File: src/rtl/chk_pkg.sv
// chk_pkg: definitions shared by the check engine and the stimulus block.
//   - side-channel command codes (sc_cmd)
//   - check engine FSM state encoding
//   - log record word indices and the fail-flag bit position in word 0
package chk_pkg;

  // Side-channel command codes, shared with the stimulus generator.
  localparam logic [4:0] SC_CMD_IDLE    = 5'b00000;
  localparam logic [4:0] SC_CMD_BITMASK = 5'b00001;

  // Check engine states.
  typedef enum logic [2:0] {
    ST_IDLE    = 3'd0,
    ST_COMPARE = 3'd1,
    ST_WR0     = 3'd2,
    ST_WR1     = 3'd3,
    ST_WR2     = 3'd4,
    ST_WR3     = 3'd5
  } state_t;

  // Log record layout: four 16-bit words per record.
  localparam logic [1:0] REC_W0    = 2'd0;
  localparam logic [1:0] REC_W1    = 2'd1;
  localparam logic [1:0] REC_W2    = 2'd2;
  localparam logic [1:0] REC_W3    = 2'd3;
  localparam int         REC_WORDS = 4;

  // Position of the mismatch flag inside record word 0.
  localparam int FAIL_BIT = 15;

endpackage

File: src/rtl/check_engine.sv
// check_engine: pairs expected-result records from CHECK_FIFO with DUT result
// words from RESULT_FIFO, compares them under a programmable bitmask and logs
// records into SRAM through an Avalon-MM write master.
//
// Ports:
//   clock, reset_n          single clock, asynchronous active-low reset
//   clear                   pulse (honoured in IDLE): zero counter, rewind log,
//                           drop overflow flag, restore all-ones bitmask
//   done                    idle with both FIFOs empty
//   cfifo_*                 CHECK_FIFO read side (show-ahead): {expected, tag}
//   rfifo_*                 RESULT_FIFO read side (show-ahead): actual result
//   sc_cmd, sc_data,        side channel from the stimulus block (bitmask setup)
//   sc_ready
//   mem_*                   Avalon-MM write master towards the log SRAM
//   fail_count              saturating mismatch counter
//   log_overflow            set when a record was dropped because the log is full
//
// Build option: define CHK_LOG_PASS_EN to also log passing vectors (fail=0).
// Without it only mismatches are written to the log.
//
// The record layout assumes DATA_WIDTH=16, ADDR_WIDTH>=20 and STF_WIDTH>=24.
module check_engine
  import chk_pkg::*;
#(
  parameter int                    ADDR_WIDTH  = 20,
  parameter int                    DATA_WIDTH  = 16,
  parameter int                    STF_WIDTH   = 24,
  parameter int                    CHF_WIDTH   = STF_WIDTH + ADDR_WIDTH,
  parameter int                    SCC_WIDTH   = 5,
  parameter int                    SCD_WIDTH   = 24,
  parameter logic [ADDR_WIDTH-1:0] LOG_BASE    = 20'h80000,
  parameter int                    LOG_RECORDS = 4096,
  parameter int                    CNT_WIDTH   = 16
) (
  input  logic                    clock,
  input  logic                    reset_n,
  input  logic                    clear,
  output logic                    done,
  input  logic [CHF_WIDTH-1:0]    cfifo_data,
  output logic                    cfifo_rdreq,
  input  logic                    cfifo_rdempty,
  input  logic [STF_WIDTH-1:0]    rfifo_data,
  output logic                    rfifo_rdreq,
  input  logic                    rfifo_rdempty,
  input  logic [SCC_WIDTH-1:0]    sc_cmd,
  input  logic [SCD_WIDTH-1:0]    sc_data,
  output logic                    sc_ready,
  output logic [ADDR_WIDTH-1:0]   mem_address,
  output logic [DATA_WIDTH/8-1:0] mem_byteenable,
  output logic                    mem_write,
  output logic [DATA_WIDTH-1:0]   mem_writedata,
  input  logic                    mem_waitrequest,
  output logic [CNT_WIDTH-1:0]    fail_count,
  output logic                    log_overflow
);

  // One past the last log word; the pointer stops here and never wraps.
  localparam logic [ADDR_WIDTH-1:0] LOG_END =
    LOG_BASE + ADDR_WIDTH'(REC_WORDS * LOG_RECORDS);

  state_t                  state_r;
  logic [STF_WIDTH-1:0]    bitmask_r;
  logic [ADDR_WIDTH-1:0]   log_ptr_r;
  logic [STF_WIDTH-1:0]    expected_r;
  logic [STF_WIDTH-1:0]    actual_r;
  logic [ADDR_WIDTH-1:0]   tag_r;
  logic                    fail_r;

  logic                    idle_s;
  logic                    pop_s;
  logic [STF_WIDTH-1:0]    mism_s;
  logic                    mism_any_s;
  logic                    log_req_s;
  logic                    log_full_s;
  logic [1:0]              wr_idx_s;
  logic [1:0]              wr_next_idx_s;
  state_t                  wr_next_state_s;

  // Build one 16-bit word of a log record.
  function automatic logic [DATA_WIDTH-1:0] record_word(
    input logic [1:0]            idx,
    input logic                  fail,
    input logic [ADDR_WIDTH-1:0] tag,
    input logic [STF_WIDTH-1:0]  actual
  );
    logic [DATA_WIDTH-1:0] w;
    w = '0;
    case (idx)
      REC_W0: begin
        w[FAIL_BIT] = fail;
        w[3:0]      = tag[19:16];
      end
      REC_W1:  w      = tag[15:0];
      REC_W2:  w[7:0] = actual[23:16];
      REC_W3:  w      = actual[15:0];
      default: w      = '0;
    endcase
    return w;
  endfunction

  assign mem_byteenable = {(DATA_WIDTH/8){1'b1}};

  // Handshake outputs decoded from the current state and FIFO/side-channel inputs.
  always_comb begin
    idle_s = (state_r == ST_IDLE);
    // clear and a bitmask command take the IDLE cycle; no pop alongside them.
    pop_s  = idle_s && !clear && (sc_cmd != SCC_WIDTH'(SC_CMD_BITMASK))
             && !cfifo_rdempty && !rfifo_rdempty;
    sc_ready    = idle_s;
    cfifo_rdreq = pop_s;
    rfifo_rdreq = pop_s;
    done        = idle_s && cfifo_rdempty && rfifo_rdempty;
  end

  // Compare result and logging decision for the vector held in COMPARE.
  always_comb begin
    mism_s     = (actual_r ^ expected_r) & bitmask_r;
    mism_any_s = |mism_s;
    log_full_s = (log_ptr_r == LOG_END);
`ifdef CHK_LOG_PASS_EN
    log_req_s  = 1'b1;
`else
    log_req_s  = mism_any_s;
`endif
  end

  // Word index of the write in flight and the state that follows it.
  always_comb begin
    wr_idx_s        = REC_W0;
    wr_next_state_s = ST_IDLE;
    case (state_r)
      ST_WR0: begin
        wr_idx_s        = REC_W0;
        wr_next_state_s = ST_WR1;
      end
      ST_WR1: begin
        wr_idx_s        = REC_W1;
        wr_next_state_s = ST_WR2;
      end
      ST_WR2: begin
        wr_idx_s        = REC_W2;
        wr_next_state_s = ST_WR3;
      end
      ST_WR3: begin
        wr_idx_s        = REC_W3;
        wr_next_state_s = ST_IDLE;
      end
      default: begin
        wr_idx_s        = REC_W0;
        wr_next_state_s = ST_IDLE;
      end
    endcase
    wr_next_idx_s = wr_idx_s + 2'd1;
  end

  // Main FSM: pop, compare, count and serialize the 4-word record.
  always_ff @(posedge clock or negedge reset_n) begin
    if (!reset_n) begin
      state_r       <= ST_IDLE;
      bitmask_r     <= '1;
      log_ptr_r     <= LOG_BASE;
      expected_r    <= '0;
      actual_r      <= '0;
      tag_r         <= '0;
      fail_r        <= 1'b0;
      mem_write     <= 1'b0;
      mem_address   <= LOG_BASE;
      mem_writedata <= '0;
      fail_count    <= '0;
      log_overflow  <= 1'b0;
    end else begin
      case (state_r)
        ST_IDLE: begin
          if (clear) begin
            fail_count   <= '0;
            log_ptr_r    <= LOG_BASE;
            mem_address  <= LOG_BASE;
            log_overflow <= 1'b0;
            bitmask_r    <= '1;
          end else if (sc_cmd == SCC_WIDTH'(SC_CMD_BITMASK)) begin
            bitmask_r <= STF_WIDTH'(sc_data);
          end else if (pop_s) begin
            expected_r <= cfifo_data[CHF_WIDTH-1 -: STF_WIDTH];
            tag_r      <= cfifo_data[ADDR_WIDTH-1:0];
            actual_r   <= rfifo_data;
            state_r    <= ST_COMPARE;
          end
        end

        ST_COMPARE: begin
          fail_r <= mism_any_s;
          if (mism_any_s && (fail_count != {CNT_WIDTH{1'b1}})) begin
            fail_count <= fail_count + CNT_WIDTH'(1);
          end
          if (log_req_s && !log_full_s) begin
            state_r       <= ST_WR0;
            mem_write     <= 1'b1;
            mem_address   <= log_ptr_r;
            mem_writedata <= record_word(REC_W0, mism_any_s, tag_r, actual_r);
          end else if (log_req_s) begin
            log_overflow <= 1'b1;
            state_r      <= ST_IDLE;
          end else begin
            state_r <= ST_IDLE;
          end
        end

        // Outputs hold while the slave stalls; advance only on acceptance.
        ST_WR0, ST_WR1, ST_WR2: begin
          if (!mem_waitrequest) begin
            state_r       <= wr_next_state_s;
            mem_address   <= log_ptr_r + ADDR_WIDTH'(wr_next_idx_s);
            mem_writedata <= record_word(wr_next_idx_s, fail_r, tag_r, actual_r);
          end
        end

        ST_WR3: begin
          if (!mem_waitrequest) begin
            state_r       <= ST_IDLE;
            mem_write     <= 1'b0;
            log_ptr_r     <= log_ptr_r + ADDR_WIDTH'(REC_WORDS);
            mem_address   <= log_ptr_r + ADDR_WIDTH'(REC_WORDS);
            mem_writedata <= '0;
          end
        end

        default: begin
          state_r   <= ST_IDLE;
          mem_write <= 1'b0;
        end
      endcase
    end
  end

endmodule

File: config.mk
export PLATFORM = sky130hd
export DESIGN_NAME = check_engine
export DESIGN_NICKNAME = d
export VERILOG_FILES = /design/src/rtl/chk_pkg.sv /design/src/rtl/check_engine.sv
export SDC_FILE = /design/constraint.sdc
export NUM_CORES = 1
export LEC_CHECK = 0
export ABC_AREA = 0
export CAP_MARGIN = 5
export CELL_PAD_IN_SITES_DETAIL_PLACEMENT = 0
export CELL_PAD_IN_SITES_GLOBAL_PLACEMENT = 2
export CORE_MARGIN = 2
export CORE_UTILIZATION = 31
export DETAILED_ROUTE_END_ITERATION = 6
export GPL_TIMING_DRIVEN = 0
export PLACE_DENSITY = 0.78
export SETUP_SLACK_MARGIN = 0.5
export SYNTH_ARGS = -nofsm -noshare
export SYNTH_HDL_FRONTEND = slang
export SYNTH_SLANG_ARGS = --single-unit
File: constraint.sdc
create_clock -name clock -period 2.45 [get_ports clock]
set_input_delay 0.49 -clock clock [delete_from_list [all_inputs] [get_ports clock]]
set_output_delay 0.49 -clock clock [all_outputs]
set_load 0.01 [all_outputs]
==> results of run 1 <==
## layer usage
layer / GRT usage, % / part of all wire (%) / vias up
met2: 31.5 / 48 / 194
met1: 27.8 / 46 / 3640
li1: - / - / 3641
met5: 0 / 0 / -
met3: 2.93 / 4.0 / 24
met4: 6.20 / 1.9 / 0
## registers in the layout (all words and copies together), names as in the netlist
| signal | flops |
|---|---|
| tag_r | 20 |
| actual_r | 24 |
| bitmask_r | 24 |
| log_overflow | 1 |
| fail_r | 1 |
| mem_writedata | 16 |
| fail_count | 16 |
| expected_r | 24 |
| mem_address | 20 |
| mem_write | 1 |
| log_ptr_r | 18 |
| state_r | 3 |
## layout make-up
type | instances | area (um2)
Inverter | 9 | 40.0
Fill cell | 2348 | 12700
Sequential cell | 168 | 4260
Buffer | 60 | 747
Clock buffer | 17 | 425
Clock inverter | 15 | 214
Tap cell | 335 | 419
Multi-Input combinational cell | 654 | 4470
Timing Repair Buffer | 257 | 2610
## power by group
group | switching [W] | total (W) | internal, W
clock | 0.00147 | 0.00291 | 0.00144
combinational | 0.00304 | 0.00617 | 0.00313
sequential | 0.000799 | 0.00438 | 0.00359
## per-stage QoR
step	hold WS [ns]	utilization [%]
after floorplan	0.194	-
after global placement	0.458	39.5
after detailed placement	0.456	39.6
after CTS	0.481	48.2
after global routing	0.505	50.9
final	0.482	50.9
## final timing paths
check / from / endpoint / slack [ns]
min in group asynchronous: reset_n / mem_address[12] / 0.56
worst max-delay path: state_r[2] / rfifo_rdreq / -0.09
worst max register to register: actual_r[9] / mem_address[8] / 0.06
worst min-delay path: tag_r[6] / tag_r[6] / 0.48
max in group asynchronous: reset_n / actual_r[7] / 0.92
worst min register to register: tag_r[6] / tag_r[6] / 0.48
## placed cells by master, fill, tap and decap left out, types with 11 or more instances in the layout
| cell type | count |
|---|---|
| o22a_1 | 24 |
| nand2_1 | 260 |
| nand2_4 | 15 |
| clkdlybuf4s50_1 | 148 |
| dfrtp_1 | 122 |
| o31ai_1 | 11 |
| nor2_1 | 21 |
| buf_6 | 34 |
| a22oi_1 | 14 |
| dfrtp_2 | 20 |
| o21ai_0 | 33 |
| clkbuf_2 | 13 |
| mux2_4 | 12 |
| buf_4 | 61 |
| nand3_1 | 17 |
| a21oi_1 | 29 |
| xor2_2 | 15 |
| nor3_1 | 17 |
| dfstp_2 | 26 |
| clkbuf_16 | 32 |
## logic make-up after synthesis
group	Yosys count	share of synthesized area, %
AO/OA/AOI/OAI	181	14.8
XOR/XNOR	31	3.33
adder cells (fa/ha/maj)	10	1.54
buffers and inverters	69	3.59
flip-flops	168	52.0
multiplexers	18	2.61
other	1	0.0460
AND/OR/NAND/NOR	412	22.1
## timing repair
item,CTS,global route
hold buffers,1,0
buffers inserted,49,40
resized for setup,292,95
pin swaps,73,55
setup endpoints to repair,177,179
hold endpoints to repair,48,0
cloned,4,2
## critical path: stages (launching register included)
cell       delay (ns)
dfrtp_1          0.39
buf_6            0.12
or2_0            0.21
clkbuf_8         0.14
nor4_4           0.24
nand2_2          0.13
inv_4            0.08
clkbuf_16        0.12
buf_6            0.08
buf_6            0.08
==> flow_summary.json, run 1 <==
{
  "status": "finished with violations",
  "violations": "setup timing",
  "ant_nets": 0,
  "synthCells": 890,
  "grt_pass1_wl_mm": 42.4,
  "routedWlPerCell_um": 18.3,
  "globalplace.congestion": 0.810,
  "synth_area_leaders": "dfrtp_1 44%, nand2_1 13%, dfstp_2 8.4%",
  "grt_overflow": 0,
  "dieArea_mm2": 0.0276,
  "setup.worst_path.end_class": "output port",
  "via_count": 7499,
  "hp-class": "register to register",
  "rows": 59,
  "cts_tree": "built",
  "synth_top_area_share_pct": 43.6,
  "ir_drop_mv": 0.436,
  "hold_depth": 2,
  "synth_edf_count": 0,
  "drt-total-wl_mm": 27.8,
  "arrival_ns": 2.05,
  "drive_above_1_share_pct": 31.4,
  "cts_buffers": 17,
  "drtPass1Iterations": 5,
  "placed_cells": 1387,
  "ys_ff_latch": 168,
  "final_nets": 1280,
  "place_ws_ns": -0.891,
  "drv_slew": 0,
  "startpoint_type": "register",
  "synth.distinct_cells": 61,
  "required_ns": 1.96,
  "critical_path_class": "register to output port",
  "hpwlAfterDp_mm": 19.3,
  "antenna_found_initial": 0,
  "syn_area_mm2": 0.00815,
  "cts_max_path_buffers": 2,
  "finalSetupTns_ns": -0.137,
  "slew-limit-headroom_pct": 58.5,
  "grt.total_usage_pct": 19.8,
  "setup_viol": 2,
  "fin_crit_sh_pct": 104,
  "finalClockSkew_ns": 0.0171,
  "fp.dieH_um": 166,
  "yosysSeqAreaShare_pct": 52.0,
  "boundaryPins": 163,
  "power_leakage_nw": 5.95,
  "clk_pin_slew_worst_paths_ns": 0.08,
  "dpl_cell_area_mm2": 0.0103,
  "viasPerCell": 4.95,
  "start_util_pct": 31.4,
  "r2r_cells": 10,
  "postLayoutCellArea_mm2": 0.0132,
  "grt_pass1_vias": 7379,
  "hold_viol": 0,
  "die_w_um": 166,
  "powerDensity_mw_per_mm2": 1020,
  "fmax_mhz": 394,
  "tightest_slew_ns": 0.622,
  "cp_max_fo": 3,
  "port_buffers": 160,
  "drtIter0Drc": 489,
  "cap_violations": 0,
  "synth_largest_area_cell": "dfrtp_1",
  "clk_latency_ns": 0.45,
  "total_power_w": 0.0135,
  "antennaDiodeCount": 0,
  "rsz0062_at_grt": "true",
  "period_minus_slack_ns": 2.54,
  "cts-root-buf": "clkbuf_16",
  "synth_common_cells": "282 x nand2_1, 142 x dfrtp_1, 51 x o21ai_0",
  "grt_start_max_net_pins": 114,
  "synth.avg_cell_area_um2": 9.15,
  "async_reset_ff_share_pct": 100,
  "yosysMostFrequentCell": "nand2_1",
  "drc_errors": 0,
  "cts.sinks": 168,
  "core_mm2": 0.0259,
  "worst_slack_ns": -0.0908,
  "final_cells": 1515,
  "ctsHtreeMaxLevel": 4,
  "yosys_warnings": 0,
  "area_growth_pct": 61.9,
  "synth_ff_type": "dfrtp_1"
}
No activity file was read; power rests on OpenSTA's default activity.
==> run 2, diff against run 1 <==
--- a/config.mk
+++ b/config.mk
@@ -14,7 +14,7 @@
 export DETAILED_ROUTE_END_ITERATION = 6
 export GPL_TIMING_DRIVEN = 0
 export PLACE_DENSITY = 0.78
-export SETUP_SLACK_MARGIN = 0.5
+export SETUP_SLACK_MARGIN = 0.3
 export SYNTH_ARGS = -nofsm -noshare
 export SYNTH_HDL_FRONTEND = slang
 export SYNTH_SLANG_ARGS = --single-unit
==> run 2 against run 1 <==
Effect of this change:
- the flow now finishes without violations
- clock skew is 0.0050 ns lower
- hold slack worse by 0.0052 ns
- worst setup slack better by 0.10 ns
- sequential power is 1% lower
- cell count is 2.5% lower
- cell area is 6.5% lower
- first-iteration DRC count is 21% lower
- clock power is 5% lower
- sequential share of layout area is 2.1 points higher
- total power is 5.7% lower
- global-route usage is 0.29 points lower
- wire length is 1.6% lower
- largest cell class unchanged
- largest power group unchanged
==> flow_summary.json, run 2 (synthesis results as in run 1) <==
{
  "status": "complete, no violations",
  "nFillCells": 2444,
  "powerDensity_mw_per_mm2": 1030,
  "ir_drop_mv": 0.526,
  "critical_path_class": "register to output port",
  "reg_top3": "actual_r: 24 flops, bitmask_r: 24 flops, expected_r: 24 flops",
  "cts_buffers": 17,
  "grt.total_usage_pct": 19.5,
  "hp-class": "register to register",
  "drt-total-wl_mm": 27.3,
  "rows": 59,
  "globalplace.congestion": 0.812,
  "clk_latency_ns": 0.44,
  "slew-limit-headroom_pct": 53.5,
  "drc_errors": 0,
  "grt_start_max_net_pins": 110,
  "ant_nets": 0,
  "dpl_cell_area_mm2": 0.0102,
  "final_cell_mix": "266 x nand2_1, 153 x clkdlybuf4s50_1, 135 x dfrtp_1, 35 x buf_4, 33 x o21ai_0",
  "via_count": 7286,
  "final_common_cell": "nand2_1",
  "final_cells": 1477,
  "place_ws_ns": -0.952,
  "area_growth_pct": 51.4,
  "port_buffers": 160,
  "worst_slack_ns": 0.0135,
  "path_buf_inv": 6,
  "die_w_um": 166,
  "fp.dieH_um": 166,
  "hpwlAfterDp_mm": 19.2,
  "switching_power_w": 0.00500,
  "cap_violations": 0,
  "cts_max_path_buffers": 2,
  "fin_crit_sh_pct": 99.4,
  "critical-path-max-stage-delay_ns": 0.39,
  "cts.sinks": 168,
  "cp_top_family": "buffers and inverters",
  "placed_cells": 1387,
  "total_power_w": 0.0127,
  "cp_max_fo": 5,
  "met1_length_mm": 12.7,
  "routed-wl-met2_mm": 13.3,
  "grt_pass1_wl_mm": 41.4,
  "seq_area_mm2": 0.00425,
  "rsz0062_at_grt": "true",
  "drtPass1Iterations": 6,
  "antennaDiodeCount": 0,
  "wl_met3_um": 984,
  "r2r_setup_slack_ns": 0.08,
  "core_mm2": 0.0259,
  "dieArea_mm2": 0.0276,
  "period_minus_slack_ns": 2.44,
  "drv_slew": 0,
  "crit_top_cell": "buf_6",
  "setup_viol": 0,
  "fmax_mhz": 410,
  "swShare_pct": 39.4,
  "start_util_pct": 31.4,
  "routedWlPerCell_um": 18.5,
  "arrival_ns": 1.95,
  "startpoint_type": "register",
  "drive_above_1_share_pct": 25.5,
  "antenna_found_initial": 0,
  "required_ns": 1.96,
  "viasPerCell": 4.93,
  "power_frac_clock_pct": 21.7,
  "cts-root-buf": "clkbuf_16",
  "grt_overflow": 0,
  "cts_tree": "built",
  "postLayoutCellArea_mm2": 0.0123,
  "crit_chain": "buf_6 > or2_0 > clkbuf_8 > nor4_4 > nand2_2 > inv_4 > clkbuf_16 > buf_6 > buf_6",
  "drtIter0Drc": 387,
  "clk_pin_slew_worst_paths_ns": 0.08,
  "p_comb_share_pct": 44.3,
  "ctsHtreeMaxLevel": 4,
  "multi_input_comb_area_mm2": 0.00430,
  "grt_pass1_vias": 7050,
  "seqPwrFrac_pct": 34.0,
  "boundaryPins": 163,
  "tightest_slew_ns": 0.696,
  "hold_viol": 0,
  "setup.worst_path.end_class": "output port",
  "highest_layer": "met4",
  "power_leakage_nw": 5.44,
  "intPower_w": 0.00769,
  "final_nets": 1242,
  "finalClockSkew_ns": 0.0121,
  "cpMaxStageDelayCell": "dfrtp_1"
}
==> run 2: changes by cell type in the layout (fill, tap and decap cells not counted), moves of 6 or more <==
cell and change:
inv_12 -6, nand2_1 +6, buf_4 -26, clkbuf_1 +10
dfrtp_2 -13, nand2_4 -8, buf_6 -10, dfrtp_1 +13
clkbuf_16 -10
==> run 2: power by group through the flow <==
| stage | logic [W] | registers [W] | clock network [W] |
|---|---|---|---|
| detailed placement | 0.00386 | 0.00431 | 0 |
| finish | 0.00562 | 0.00432 | 0.00275 |
| floorplan | 0.00223 | 0.00412 | 0 |
| global route | 0.00607 | 0.00441 | 0.00292 |
| CTS | 0.00490 | 0.00427 | 0.00281 |
| global placement | 0.00384 | 0.00431 | 0 |
==> run 2: cell type report <==
| class | instances | share of cell area, % |
|---|---|---|
| multi-input combinational | 654 | 34.9 |
| sequential | 168 | 34.4 |
| timing repair buffer | 219 | 18.2 |
| buffer | 60 | 3.96 |
| clock buffer | 17 | 3.45 |
| tap | 335 | 3.40 |
| clock inverter | 15 | 1.45 |
| inverter | 9 | 0.294 |
==> run 2: worst register-to-register path, cell delays in order, from the launching register on <==
cell     delay [ns]
dfrtp_1        0.45
xor2_2         0.19
a22oi_1        0.16
nand4_1        0.19
nor3_4         0.25
buf_12         0.14
o32a_4         0.16
and2_4         0.14
buf_12         0.14
buf_12         0.14
mux2_4         0.29
==> run 2: timing repair <==
item / in CTS / in global routing
resized for setup: 167 / 124
hold buffers: 1 / 0
gates cloned: 1 / 3
setup buffers: 34 / 19
endpoints found under the setup margin: 169 / 109
pin swaps: 37 / 59
hold endpoints to repair: 5 / 0
==> run 2: per-layer routing <==
layer  global-route usage, %  up-vias
met3                    3.34       24
met5                       0        -
met4                    5.44        0
met2                    31.6      181
li1                        -     3573
met1                    26.9     3508
==> run 2: final timing paths <==
path,from,to,depth (start not counted)
setup / recovery,state_r[1],rfifo_rdreq,9
hold / removal,tag_r[18],tag_r[18],2
setup reg to reg,actual_r[10],mem_address[8],10
hold reg to reg,tag_r[18],tag_r[18],2
max in group asynchronous,reset_n,actual_r[12],3
min in group asynchronous,reset_n,mem_address[12],2
==> run 2: per-stage QoR <==
stage | utilization (%) | setup TNS (ns) | hold WS [ns]
after CTS | 45.1 | -0.00696 | 0.482
after floorplan | - | 0 | 0.194
after detailed placement | 39.5 | -41.77 | 0.463
after global placement | 39.4 | -1067.38 | 0.459
final | 47.6 | 0 | 0.477
after global routing | 47.6 | -0.108 | 0.502
==> run 3, diff against run 2 <==
--- a/config.mk
+++ b/config.mk
@@ -11,9 +11,11 @@
 export CELL_PAD_IN_SITES_GLOBAL_PLACEMENT = 2
 export CORE_MARGIN = 2
 export CORE_UTILIZATION = 31
+export CTS_CLUSTER_DIAMETER = 150
 export DETAILED_ROUTE_END_ITERATION = 6
 export GPL_TIMING_DRIVEN = 0
 export PLACE_DENSITY = 0.78
+export REMOVE_ABC_BUFFERS = 1
 export SETUP_SLACK_MARGIN = 0.3
 export SYNTH_ARGS = -nofsm -noshare
 export SYNTH_HDL_FRONTEND = slang
==> run 3 against run 2 <==
Effect of this change:
- global-route usage shrank 0.45 points
- via count shrank 0.41%
- core utilization shrank 3.0 points
- hold slack lost 0.47 ns
- largest power group unchanged
==> flow_summary.json, run 3 (synthesis results as in run 1) <==
{
  "status": "complete, no violations",
  "drc_errors": 0,
  "via_count": 7256,
  "required_ns": 2.77,
  "boundaryPins": 163,
  "grt.total_usage_pct": 19.0,
  "antenna_found_initial": 1,
  "drt-total-wl_mm": 26.9,
  "reg_top3": "actual_r: 24 flops, bitmask_r: 24 flops, expected_r: 24 flops",
  "ir_drop_mv": 0.468,
  "postCtsHoldBufs": 0,
  "drive_above_1_share_pct": 18.1,
  "fin_crit_sh_pct": 94.2,
  "switching_power_w": 0.00453,
  "total_power_w": 0.0117,
  "period_minus_slack_ns": 2.31,
  "cts.sinks": 168,
  "cts_buffers": 17,
  "cp_max_fo": 8,
  "r2r_start": "actual_r[3]",
  "ant_nets": 0,
  "setup_viol": 0,
  "drtIter0Drc": 387,
  "rsz0062_at_grt": "true",
  "antennaDiodeCount": 0,
  "setup.worst_path.end_class": "register",
  "finalClockSkew_ns": 0.0139,
  "die_w_um": 166,
  "final_cells": 1426,
  "seqPwrFrac_pct": 35.7,
  "core_mm2": 0.0259,
  "critical_path_class": "register to register",
  "final_nets": 1191,
  "final_cell_mix": "276 x nand2_1, 150 x clkdlybuf4s50_1, 137 x dfrtp_1, 45 x o21ai_0, 42 x buf_4",
  "power_leakage_nw": 5.18,
  "area_growth_pct": 42.0,
  "drtPass1Iterations": 6,
  "p_comb_share_pct": 40.7,
  "cts_tree": "built",
  "critical-path-max-stage-delay_ns": 0.39,
  "power_frac_clock_pct": 23.7,
  "hp-class": "primary input to asynchronous set/reset pin",
  "hold_viol": 0,
  "viasPerCell": 5.09,
  "rows": 59,
  "timing.rr.end": "mem_address[15]",
  "ctsHtreeMaxLevel": 4,
  "startpoint_type": "register",
  "hpwlAfterDp_mm": 15.6,
  "swShare_pct": 38.9,
  "grt_start_max_net_pins": 94,
  "cts_max_path_buffers": 2,
  "grt_overflow": 0,
  "port_buffers": 160,
  "dieArea_mm2": 0.0276,
  "grt_pass1_wl_mm": 40.9,
  "clk_pin_slew_worst_paths_ns": 0.08,
  "cts-root-buf": "clkbuf_16",
  "arrival_ns": 2.62,
  "clk_latency_ns": 0.44,
  "drv_slew": 0,
  "r2r_cells": 7,
  "grt_pass1_vias": 7034,
  "crit_chain": "xor2_1 > a22oi_2 > nand4_1 > nor3_4 > o32a_4 > and2_4 > mux2_4",
  "slew-limit-headroom_pct": 53.8,
  "cpMaxStageDelayCell": "dfrtp_1",
  "intPower_w": 0.00712,
  "cap_violations": 0,
  "final_common_cell": "nand2_1",
  "globalplace.congestion": 0.724,
  "fmax_mhz": 433,
  "placed_cells": 1329,
  "routedWlPerCell_um": 18.8,
  "powerDensity_mw_per_mm2": 1010,
  "tightest_slew_ns": 0.692,
  "start_util_pct": 31.4,
  "r2r_setup_slack_ns": 0.14,
  "fp.dieH_um": 166
}
[run 3: worst max-delay path: cells and delay by family, from the launching register on]
| kind | cells | cell delay, ns |
|---|---|---|
| compound gates | 2 | 0.45 |
| simple gates | 3 | 0.84 |
| flops | 1 | 0.39 |
| mux | 1 | 0.32 |
| xor+xnor | 1 | 0.17 |
[run 3: per-layer routing]
metal,wire length [um],up-vias,track usage (%)
li1,-,3482,-
met1,12400,3558,26.4
met2,12500,198,30.3
met3,1700,16,5.10
met4,250,2,3.44
met5,9,-,0
[run 3: worst max path at each step]
stage                    from         endpoint  slack (ns)  cells after the start
2_1_floorplan      state_r[1]      cfifo_rdreq       -0.99                      4
3_3_place_gp          reset_n     actual_r[16]       -6.51                      1
3_5_place_dp            clear      cfifo_rdreq       -2.10                      5
4_1_cts        expected_r[21]   mem_address[6]        0.05                      7
5_1_grt           actual_r[3]  mem_address[15]        0.04                      7
6_report          actual_r[3]  mem_address[15]        0.14                      7
[run 3: repair_timing]
item                                    4_1_cts  5_1_grt
pin swaps                                    13       19
cloned                                        7        1
setup buffers                                28       29
hold endpoints to repair                      0        0
resized for setup                            77       49
endpoints found under the setup margin      171      112
[run 3: cell type report]
| type | count | area [um2] |
|---|---|---|
| repair inverters | 2 | 17.5 |
| inverters | 9 | 52.6 |
| fillers | 2526 | 14300 |
| repair buffers | 220 | 2210 |
| flip-flops and latches | 168 | 4250 |
| clock inverters | 14 | 180 |
| well taps | 335 | 419 |
| clock buffers | 18 | 429 |
| multi-input cells | 660 | 4010 |
[run 3: metrics by stage]
step | hold slack [ns] | setup TNS, ns | utilization, % | instance area [um2] | setup slack [ns]
floorplan | 0.194 | -57.47 | - | 7890 | -0.988
global placement | 0.456 | -1301.73 | 38.3 | 9910 | -6.51
detailed placement | 0.463 | -138.29 | 38.6 | 9990 | -2.10
CTS | 0.0472 | 0 | 42.9 | 11100 | 0.0455
global route | 0.0521 | 0 | 44.6 | 11600 | 0.0399
finish | 0.00870 | 0 | 44.6 | 11600 | 0.142
[run 3: power by group through the flow]
stage / registers (W) / clock network (W) / logic, W
global route: 0.00427 / 0.00295 / 0.00518
floorplan: 0.00418 / 0 / 0.00199
CTS: 0.00419 / 0.00283 / 0.00428
detailed placement: 0.00430 / 0 / 0.00350
global placement: 0.00429 / 0 / 0.00345
finish: 0.00416 / 0.00276 / 0.00474
